$ cat src/rtl/math_doer_pkg.sv
// Shared types and defaults for the two-requester AXI-Stream math arbiter.
package math_doer_pkg;

  typedef enum logic [1:0] {
    IDLE   = 2'd0,
    GRANT0 = 2'd1,
    GRANT1 = 2'd2
  } arb_state_e;

  localparam int DEFAULT_MAX_BEATS = 256;

endpackage

$ cat src/rtl/axis_math_arbiter.sv
// Packet-granular arbiter sharing one AXI-Stream math datapath between two
// requesters, with a single registered output stage and forced packet cut-off.
module axis_math_arbiter
  import math_doer_pkg::*;
#(
  parameter int C_S00_AXIS_TDATA_WIDTH = 32,
  parameter int C_M00_AXIS_TDATA_WIDTH = 32,
  parameter int MAX_BEATS              = DEFAULT_MAX_BEATS
) (
  input  logic                                  s00_axis_aclk,
  input  logic                                  s00_axis_areset,
  input  logic [C_S00_AXIS_TDATA_WIDTH-1:0]     s00_axis_tdata,
  input  logic [C_S00_AXIS_TDATA_WIDTH/8-1:0]   s00_axis_tstrb,
  input  logic                                  s00_axis_tvalid,
  input  logic                                  s00_axis_tlast,
  output logic                                  s00_axis_tready,
  input  logic [C_S00_AXIS_TDATA_WIDTH-1:0]     s01_axis_tdata,
  input  logic [C_S00_AXIS_TDATA_WIDTH/8-1:0]   s01_axis_tstrb,
  input  logic                                  s01_axis_tvalid,
  input  logic                                  s01_axis_tlast,
  output logic                                  s01_axis_tready,
  output logic [C_M00_AXIS_TDATA_WIDTH-1:0]     m00_axis_tdata,
  output logic [C_M00_AXIS_TDATA_WIDTH/8-1:0]   m00_axis_tstrb,
  output logic                                  m00_axis_tvalid,
  output logic                                  m00_axis_tlast,
  input  logic                                  m00_axis_tready,
  output logic                                  trunc_flag
);

  localparam int DW = C_M00_AXIS_TDATA_WIDTH;
  localparam int SW = C_M00_AXIS_TDATA_WIDTH / 8;
  localparam int CW = $clog2(MAX_BEATS + 1);
  localparam logic [CW-1:0] LAST_IDX = CW'(MAX_BEATS - 1);

  arb_state_e    state_q, state_d;
  logic          last_grant_q, last_grant_d;
  logic [CW-1:0] cnt_q, cnt_d;
  logic          m_valid_q, m_valid_d;
  logic          m_last_q, m_last_d;
  logic [DW-1:0] m_data_q, m_data_d;
  logic [SW-1:0] m_strb_q, m_strb_d;
  logic          trunc_q, trunc_d;

  logic          out_free, rdy0, rdy1, sel1, accept, at_limit;
  logic          in_last;
  logic [DW-1:0] in_data;
  logic [SW-1:0] in_strb;

  always_comb begin
    state_d      = state_q;
    last_grant_d = last_grant_q;
    cnt_d        = cnt_q;
    m_valid_d    = m_valid_q;
    m_last_d     = m_last_q;
    m_data_d     = m_data_q;
    m_strb_d     = m_strb_q;
    trunc_d      = trunc_q;

    // Ready is gated by reset so both slaves see tready low in the reset cycle.
    out_free = !m_valid_q || m00_axis_tready;
    rdy0     = (state_q == GRANT0) && out_free && !s00_axis_areset;
    rdy1     = (state_q == GRANT1) && out_free && !s00_axis_areset;
    s00_axis_tready = rdy0;
    s01_axis_tready = rdy1;

    sel1     = (state_q == GRANT1);
    in_data  = sel1 ? s01_axis_tdata : s00_axis_tdata;
    in_strb  = sel1 ? s01_axis_tstrb : s00_axis_tstrb;
    in_last  = sel1 ? s01_axis_tlast : s00_axis_tlast;
    accept   = (s00_axis_tvalid && rdy0) || (s01_axis_tvalid && rdy1);
    at_limit = (cnt_q == LAST_IDX);

    if (m_valid_q && m00_axis_tready) m_valid_d = 1'b0;

    case (state_q)
      IDLE: begin
        if (s00_axis_tvalid && (!s01_axis_tvalid || last_grant_q)) begin
          state_d = GRANT0;
          cnt_d   = '0;
        end else if (s01_axis_tvalid) begin
          state_d = GRANT1;
          cnt_d   = '0;
        end
      end
      default: begin
        if (accept) begin
          m_valid_d = 1'b1;
          m_data_d  = in_data;
          m_strb_d  = in_strb;
          m_last_d  = in_last || at_limit;
          cnt_d     = cnt_q + 1'b1;
          if (in_last || at_limit) begin
            state_d      = IDLE;
            last_grant_d = sel1;
            cnt_d        = '0;
            if (!in_last) trunc_d = 1'b1;
          end
        end
      end
    endcase
  end

  always_ff @(posedge s00_axis_aclk) begin
    if (s00_axis_areset) begin
      state_q      <= IDLE;
      last_grant_q <= 1'b1;
      cnt_q        <= '0;
      m_valid_q    <= 1'b0;
      m_last_q     <= 1'b0;
      m_data_q     <= '0;
      m_strb_q     <= '0;
      trunc_q      <= 1'b0;
    end else begin
      state_q      <= state_d;
      last_grant_q <= last_grant_d;
      cnt_q        <= cnt_d;
      m_valid_q    <= m_valid_d;
      m_last_q     <= m_last_d;
      m_data_q     <= m_data_d;
      m_strb_q     <= m_strb_d;
      trunc_q      <= trunc_d;
    end
  end

  assign m00_axis_tdata  = m_data_q;
  assign m00_axis_tstrb  = m_strb_q;
  assign m00_axis_tvalid = m_valid_q;
  assign m00_axis_tlast  = m_last_q;
  assign trunc_flag      = trunc_q;

endmodule

$ cat config.mk
export PLATFORM = sky130hd
export DESIGN_NAME = axis_math_arbiter
export DESIGN_NICKNAME = d
export VERILOG_FILES = /design/src/rtl/math_doer_pkg.sv /design/src/rtl/axis_math_arbiter.sv
export SDC_FILE = /design/constraint.sdc
export NUM_CORES = 1
export LEC_CHECK = 0
export BUFFER_PORTS_ARGS = -buffer_cell sky130_fd_sc_hd__buf_4
export CAP_MARGIN = 20
export CORE_MARGIN = 2
export CORE_UTILIZATION = 42
export DETAILED_ROUTE_END_ITERATION = 7
export PLACE_DENSITY_LB_ADDON = 0.12
export SLEW_MARGIN = 10
export SYNTH_ARGS = -nofsm -noshare
export SYNTH_HDL_FRONTEND = slang
export SYNTH_SLANG_ARGS = --single-unit
$ cat constraint.sdc
create_clock -name s00_axis_aclk -period 1.9 [get_ports s00_axis_aclk]
set_clock_uncertainty 0.15 [all_clocks]
set_input_delay 0.095 -clock s00_axis_aclk [delete_from_list [all_inputs] [get_ports s00_axis_aclk]]
set_output_delay 0.095 -clock s00_axis_aclk [all_outputs]
set_load 0.005 [all_outputs]
Word-level counts from Yosys, hierarchy flattened
Cells that the tools add are included.

cells by class
  $add $sub $neg = 1
  multipliers = 0
  div/mod/pow operators = 0
  $lt $le $gt $ge = 0
  equal/unequal tests = 4
  shift operators = 0
  mux-type cells = 16
  bitwise gates (word level) = 2
  reductions and logical operators = 23

operators by type and width
  operator                                              number
  two-way mux 9 bit                                     5
  two-way mux 32 bit                                    1
  two-way mux 2 bit                                     5
  adder 9 x 1 -> 9 bit (second input constant)          1
  equality test 9 x 8 -> 1 bit (second input constant)  1
  logical AND 1 bit                                     8
  AND reduction 3 bit                                   2
  logical OR 1 bit                                      4
  two-way mux 1 bit                                     4
  two-way mux 4 bit                                     1
  AND reduction 2 bit                                   2
  AND reduction 4 bit                                   1
  nonzero test 2 bit                                    2
  logical NOT 1 bit                                     3
  inequality test 3 bit (second input constant)         1
  equality test 2 x 1 -> 1 bit (second input constant)  1
  equality test 2 bit (second input constant)           1
  logical NOT 2 bit                                     1
  inverter 1 bit                                        2

storage, ports and cells
  register bits after elaboration = 51
  bits in latches = 0
  memory bits (writable) = 0
  ROM bits = 0
  input bits = 79
  output and inout port bits = 41
  word-level logic and storage cells = 54
  memories kept = 0

Logic depth before layout (Yosys ltp)
Gate-level depths: netlist of the first run.

  depth after elaboration = 8
  gate-level depth with buffers = 8
  gate-level depth less buffers = 8

Worst setup path after synthesis of the first run
OpenSTA, ideal clock, no wires.

  path kind = register to register
  start = register cnt_q[0]
  end = register last_grant_q
  setup time = 0.134 ns
  data arrival time = 1.768 ns
  required time = 1.616 ns
  setup slack = -0.152 ns
  cell stages (with the launch flop) = 9
  buffers on the path = 0
  period minus slack after synthesis = 2.052 ns
  cell sequence = dfxtp_1 > ha_1 > and3_1 > and3_1 > and3_1 > ha_1 > a211oi_1 > nand2b_1 > o211ai_1

between the ends
  longest elaborated chain between the ends = 3

ends and longest elaborated chain
  item                                  RTL line                  text
  from (decl)                           axis_math_arbiter.sv:37   logic [CW-1:0] cnt_q, cnt_d;
  from (signal assigned)                axis_math_arbiter.sv:116  cnt_q <= cnt_d;
  equality test 9 x 8 -> 1 bit          axis_math_arbiter.sv:71   at_limit = (cnt_q == LAST_IDX);
  logical OR 1 bit                      axis_math_arbiter.sv:92   if (in_last || at_limit) begin
  AND reduction 3 bit (no source line)  -
  to (signal assigned)                  axis_math_arbiter.sv:115  last_grant_q <= last_grant_d;
  to (decl)                             axis_math_arbiter.sv:36   logic last_grant_q, last_grant_d;

No other way between the ends.
A chain may end at the register's enable or synchronous reset.

Worst setup path in the final report of the first run
  start = register cnt_q[0]
  end = register cnt_q[5]

between the ends
  longest elaborated chain between the ends = 5
  elaborated cells between the ends (all ways) = 6
  classes of those cells = 1 x add/sub; 1 x eq/ne; 3 x mux; 1 x reduce/logical

ends and longest elaborated chain
  item                                                                          RTL line                 text
  parallel branches: the longest is 2 deep, another holds adder 9 x 1 -> 9 bit  -
  two-way mux 9 bit *                                                           axis_math_arbiter.sv:92
  two-way mux 9 bit *                                                           axis_math_arbiter.sv:86  if (accept) begin
  two-way mux 9 bit *                                                           axis_math_arbiter.sv:75  case (state_q)

Mark *: on every way between the ends. The select of a mux whose other input is x is not followed.

==> run_results.csv, run 1 <==
group,metric,value,unit
final_layout,diodes,0,
sta,tightestPinTransition,0.4605,ns
final_layout,area_growth,84.20,%
logic_synthesis,ys_warn_count,0,
route,wl_per_cell,17.40,um
critical_path,cp_slowest_cell,"dfxtp_2",
hold_path,hp-class,"in -> reg",
global_route,grt_first_pass_wirelength,15680,um
cts,clk_latency,0.31,ns
power_and_ir_drop,peakVddDrop,383.2,uV
cts,cts_tree,"yes",
final_layout,fin_area,4842,um2
logic_synthesis,netlist_instances,300,
cts,cts_buffers,5,
critical_path,r2r_setup_slack,-0.08,ns
critical_path,max_stage_delay,0.35,ns
sta,slew_violations,0,
die,dieHeight,83.12,um
sta,setup_violations,10,
critical_path,cp.required,2.00,ns
sta,setup_total_negative_slack,-0.5404,ns
run,maxCapViolCount,0,
critical_path,crit_chain,"ha_4 > and3_4 > and3_4 > and3_4 > ha_4 > a21oi_4 > o21a_2 > a32o_1",
run_status,status,"complete, but fails checks",
cts,ctsLongestPathBuffers,2,
cts,clk_pin_slew,0.10,ns
global_route,overflow,0,
route,drcViolationCount,0,
sta,finalHoldViolations,0,
sta,max_freq,505.2,MHz
die,die_x,83.12,um
logic_synthesis,yosysSeqAreaShare,38.84,%
die,rows,28,
sta,relSlewSlack,69.30,%
placement,preCtsSetupSlack,-0.1079,ns
placement,gp_congestion,0.8434,
run_status,failed_checks,"negative setup slack",
die,dieArea,6908,um2
route,wirelength,10200,um
die,design.core.area,5991,um2
power_and_ir_drop,power.leakage,0.002019,uW
power_and_ir_drop,p_per_area,615.7,nW/um2
critical_path,worstPathArrival,2.08,ns
logic_synthesis,ys_ff_latch,51,
route,dr.pass1.iters,5,
critical_path,crit_path_frequent_cell,"and3_4",
route,detail-route-antenna-nets,0,
global_route,antenna_found_initial,0,
final_layout,fillCellCount,356,
final_layout,nets,591,
cts,cts.sinks,51,
route,vias_per_cell,5.425,
logic_synthesis,avgSynthCellArea,8.763,um2
power_and_ir_drop,finalPower,2981,uW
logic_synthesis,synth.area.top_cells,"dfxtp_1 39%, a311oi_2 17%, nand2_1 11%",
logic_synthesis,synth_top_cell_area_share,38.84,%
cts,cts_max_level,2,
critical_path,end_kind,"flip-flop",
logic_synthesis,synth_nets,381,
placement,buffer_ports.inserted,119,
logic_synthesis,synth_cell_types,44,
sta,layout_setup_ws,-0.07954,ns
route,vias,3179,
sta,rsz0062_at_grt,"yes",
placement,dpl.hpwl,5076,um
final_layout,final_layout_size_suffix_gt1_share,42.66,%
logic_synthesis,syn_area,2629,um2
sta,finalCritPeriodShare,104.2,%
route,dr.first_iter.drc_count,120,
global_route,grt_usage,27.63,%
logic_synthesis,synth_top_area_cell,"dfxtp_1",
die,pin_count,120,
sta,post-route-min-period,1.980,ns
die,initial_core_util,43.88,%
cts,root_buffer,"clkbuf_8",
critical_path,setup.worst_path.start_class,"flip-flop",
global_route,grt_max_degree,54,
global_route,grt_pass1_vias,3231,
critical_path,crit_fanout,5,
critical_path,path_class,"reg -> reg",
final_layout,fin_util,80.83,%
placement,placed_cell_area,3736,um2
==> repair_timing <==
| item | 4_1_cts | 5_1_grt |
|---|---|---|
| hold buffers | 75 | 0 |
| hold endpoints to repair | 39 | 0 |
| gates resized for setup | 3 | 21 |
| buffers inserted | 2 | 7 |
| pin swaps | 6 | 7 |
| endpoints found under the setup margin | 13 | 43 |
| cloned | 0 | 4 |
==> placed cells by master (no fill, tap or decap), types with 2 or more instances in the layout <==
| cell type | instances |
|---|---|
| dfxtp_1 | 47 |
| nor3_1 | 2 |
| a21oi_1 | 6 |
| and3_4 | 3 |
| nand2b_1 | 4 |
| a32o_1 | 5 |
| nand3_1 | 2 |
| a311oi_2 | 31 |
| clkbuf_8 | 5 |
| o32ai_2 | 2 |
| a211oi_4 | 2 |
| buf_6 | 3 |
| buf_12 | 5 |
| ha_4 | 2 |
| buf_4 | 145 |
| clkbuf_16 | 2 |
| dlygate4sd3_1 | 75 |
| a211o_1 | 2 |
| o22ai_1 | 4 |
| o21ai_0 | 2 |
| a311oi_1 | 5 |
| o21ai_1 | 2 |
| bufinv_16 | 2 |
| inv_1 | 3 |
| nor2b_1 | 2 |
| o211ai_1 | 3 |
| dfxtp_2 | 2 |
| dfxtp_4 | 2 |
| nand2_1 | 77 |
| nor2_1 | 39 |
| nor3b_1 | 3 |
==> state kept, by name, summed over array words and instances (netlist names) <==
| register | count |
|---|---|
| m00_axis_tdata | 32 |
| m00_axis_tlast | 1 |
| state_q | 2 |
| m00_axis_tstrb | 4 |
| trunc_flag | 1 |
| m00_axis_tvalid | 1 |
| cnt_q | 9 |
| last_grant_q | 1 |
==> metrics by stage <==
step,std cells,hold slack [ns]
2_1_floorplan,300,0.09688
3_3_place_gp,490,0.2174
3_5_place_dp,490,0.2151
4_1_cts,575,0.02680
5_1_grt,586,0.06426
6_report,586,0.04847
==> worst max-delay path: cells and delay by family (launching register included) <==
kind / cells / cell delay [ns]
AOI/OAI and AO/OA: 3 / 0.56
adders and majority gates: 2 / 0.33
DFF: 1 / 0.35
and+or+nand+nor: 3 / 0.53
==> logic make-up after synthesis <==
logic type | share of synthesized area, %
buf+inv | 6.330
compound gates | 29.61
fa+ha+maj | 0.9518
flops | 38.84
simple gates | 24.27
==> power by group <==
| part | internal, uW | switching, uW | leakage [uW] | total, uW |
|---|---|---|---|---|
| clock | 526 | 386 | 0.0000644 | 911 |
| combinational | 500 | 397 | 0.00154 | 897 |
| sequential | 1130 | 40.2 | 0.000417 | 1170 |
| total | 2160 | 823 | 0.00202 | 2980 |
==> Yosys cell counts, drive strengths merged <==
cell type and n:
a211o 2, a211oi 2, a21o 1, a21oi 7, a2bb2oi 1, a311oi 36, a31oi 1, a32o 5
and3 3, and3b 1, buf 18, clkbuf 9, dfxtp 51, ha 2, inv 3, nand2 77
nand2b 5, nand3 2, nand3b 2, nor2 39, nor2b 3, nor3 2, nor3b 3, nor4 1
nor4b 2, o211ai 3, o21a 2, o21ai 5, o21bai 1, o22ai 5, o32ai 2, or3 1
or3b 2, or4b 1
==> worst paths after layout <==
path / start / endpoint / cells after the start
setup / recovery: cnt_q[0] / cnt_q[5] / 8
hold / removal: s00_axis_tlast / trunc_flag / 4
hold reg to reg: trunc_flag / trunc_flag / 2
setup reg to reg: cnt_q[0] / cnt_q[5] / 8
==> final cells by class <==
| class | instances | area (um2) | area share, % |
|---|---|---|---|
| inverter | 3 | 11.26 | 0.2326 |
| multi-input combinational | 219 | 1546 | 31.94 |
| clock buffer | 5 | 68.82 | 1.421 |
| timing repair buffer | 230 | 2023 | 41.78 |
| tap | 75 | 93.84 | 1.938 |
| sequential | 51 | 1031 | 21.29 |
| clock inverter | 3 | 67.56 | 1.395 |
==> routing by layer <==
metal	vias up	global-route usage (%)	routed length, um
li1	1498	-	-
met5	-	0	0
met3	37	5.567	564
met1	1520	31.78	4026
met2	124	47.80	5180
met4	0	15.05	428
Power figures use the tool's default switching activity.
==> inputs of run 2 (changes only) <==
- SKIP_LAST_GASP: default -> 1
==> run_results.csv, run 2 (synthesized netlist as in run 1, its figures left out) <==
group,metric,value,unit
run_status,status,"complete, but fails checks",
run_status,failed_checks,"negative setup slack",
die,initial_core_util,43.88,%
cts,ctsLongestPathBuffers,2,
power_and_ir_drop,p_int,2163,uW
sta,post-route-min-period,1.984,ns
die,die_x,83.12,um
final_layout,final_common_cell,"buf_4",
power_and_ir_drop,switching_share,27.90,%
final_layout,nets,593,
placement,buffer_ports.inserted,119,
route,vias_per_cell,5.509,
route,wirelength,10550,um
placement,preCtsSetupSlack,-0.1079,ns
cts,cts_tree,"yes",
cts,clk_pin_slew,0.10,ns
placement,gp_congestion,0.8434,
route,vias,3239,
die,rows,28,
power_and_ir_drop,p_switching,837.3,uW
final_layout,fillCellCount,355,
critical_path,crit_fanout,5,
sta,setup_total_negative_slack,-0.5608,ns
run,maxCapViolCount,0,
critical_path,cp.required,2.01,ns
final_layout,area_growth,84.86,%
final_layout,largest_reg_flops,32,
sta,slew_violations,0,
global_route,antenna_found_initial,0,
hold_path,hp-class,"in -> reg",
global_route,grt_pass1_vias,3231,
sta,rsz0062_at_grt,"yes",
global_route,grt_first_pass_wirelength,15680,um
critical_path,setup.worst_path.start_class,"flip-flop",
sta,finalHoldViolations,0,
critical_path,path_class,"reg -> reg",
global_route,grt_max_degree,54,
cts,root_buffer,"clkbuf_8",
die,dieArea,6908,um2
route,wl_per_cell,17.94,um
placement,placedCellCount,490,
placement,dpl.hpwl,5076,um
route,dr.pass1.iters,4,
sta,layout_setup_ws,-0.08387,ns
sta,finalCritPeriodShare,104.4,%
route,dr.first_iter.drc_count,111,
critical_path,worstPathArrival,2.09,ns
sta,tightestPinTransition,0.4704,ns
die,design.core.area,5991,um2
die,pin_count,120,
sta,max_freq,504.1,MHz
cts,clk_latency,0.31,ns
global_route,overflow,0,
final_layout,final_layout_size_suffix_gt1_share,42.88,%
sta,relSlewSlack,68.64,%
final_layout,layout_common_cells,"147 x buf_4, 77 x nand2_1, 75 x dlygate4sd3_1",
cts,cts.sinks,51,
power_and_ir_drop,p_seq_share,39.1,%
power_and_ir_drop,p_comb_share,30.3,%
final_layout,diodes,0,
route,detail-route-antenna-nets,0,
power_and_ir_drop,power.leakage,0.002030,uW
final_layout,stdcell_count,588,
power_and_ir_drop,p_per_area,617.5,nW/um2
sta,setup_violations,12,
cts,cts_max_level,2,
global_route,grt_usage,27.63,%
power_and_ir_drop,finalPower,3001,uW
cts,cts_buffers,5,
critical_path,end_kind,"flip-flop",
die,dieHeight,83.12,um
power_and_ir_drop,peakVddDrop,418.6,uV
power_and_ir_drop,power_frac_clock,30.6,%
route,drcViolationCount,0,
run 2: layout make-up:
| class | count | area, um2 | area share (%) |
|---|---|---|---|
| multi-input cells | 219 | 1546 | 31.82 |
| clock buffers | 5 | 68.82 | 1.416 |
| well taps | 75 | 93.84 | 1.931 |
| clock inverters | 3 | 67.56 | 1.390 |
| inverters | 3 | 11.26 | 0.2317 |
| flip-flops and latches | 51 | 1028 | 21.16 |
| repair buffers | 232 | 2043 | 42.04 |
run 2: metrics by stage:
step | util (%) | instance area (um2) | hold WS [ns]
detailed placement | 62.36 | 3736 | 0.2151
finish | 81.12 | 4860 | 0.03741
floorplan | - | 2684 | 0.09688
global route | 81.12 | 4860 | 0.05788
CTS | 77.55 | 4646 | 0.02680
global placement | 62.36 | 3736 | 0.2174
run 2: worst max-delay path, cell delays in order (launching register included):
cell and delay [ns]:
dfxtp_2 0.35, ha_4 0.15, and3_4 0.17, and3_4 0.17, and3_4 0.19, ha_4 0.18
a21oi_4 0.19, o21a_2 0.23, a32o_1 0.14
run 2: power groups by stage:
| stage | clock, uW | sequential [uW] | combinational, uW |
|---|---|---|---|
| 5_1_grt | 972 | 1180 | 972 |
| 6_report | 918 | 1170 | 909 |
| 4_1_cts | 918 | 1170 | 802 |
| 2_1_floorplan | 0 | 1190 | 359 |
| 3_3_place_gp | 0 | 1190 | 657 |
| 3_5_place_dp | 0 | 1200 | 667 |
run 2: worst paths after layout:
kind | startpoint | endpoint | cells after the start | slack [ns]
hold / removal | s00_axis_tlast | trunc_flag | 4 | 0.04
hold reg to reg | trunc_flag | trunc_flag | 2 | 0.34
setup reg to reg | cnt_q[0] | cnt_q[5] | 8 | -0.08
setup / recovery | cnt_q[0] | cnt_q[5] | 8 | -0.08
run 2: layer usage:
metal  track usage, %  wire length, um
met1            31.78             4140
met2            47.80             5357
met3            5.567              607
met4            15.05              442
met5                0                0
run 2: repair_timing:
action,CTS,global route
buffers inserted,2,8
endpoints found under the hold margin,39,0
pin swaps,5,2
hold buffers,75,0
setup endpoints to repair,13,51
cloned,0,5
gates resized for setup,2,17
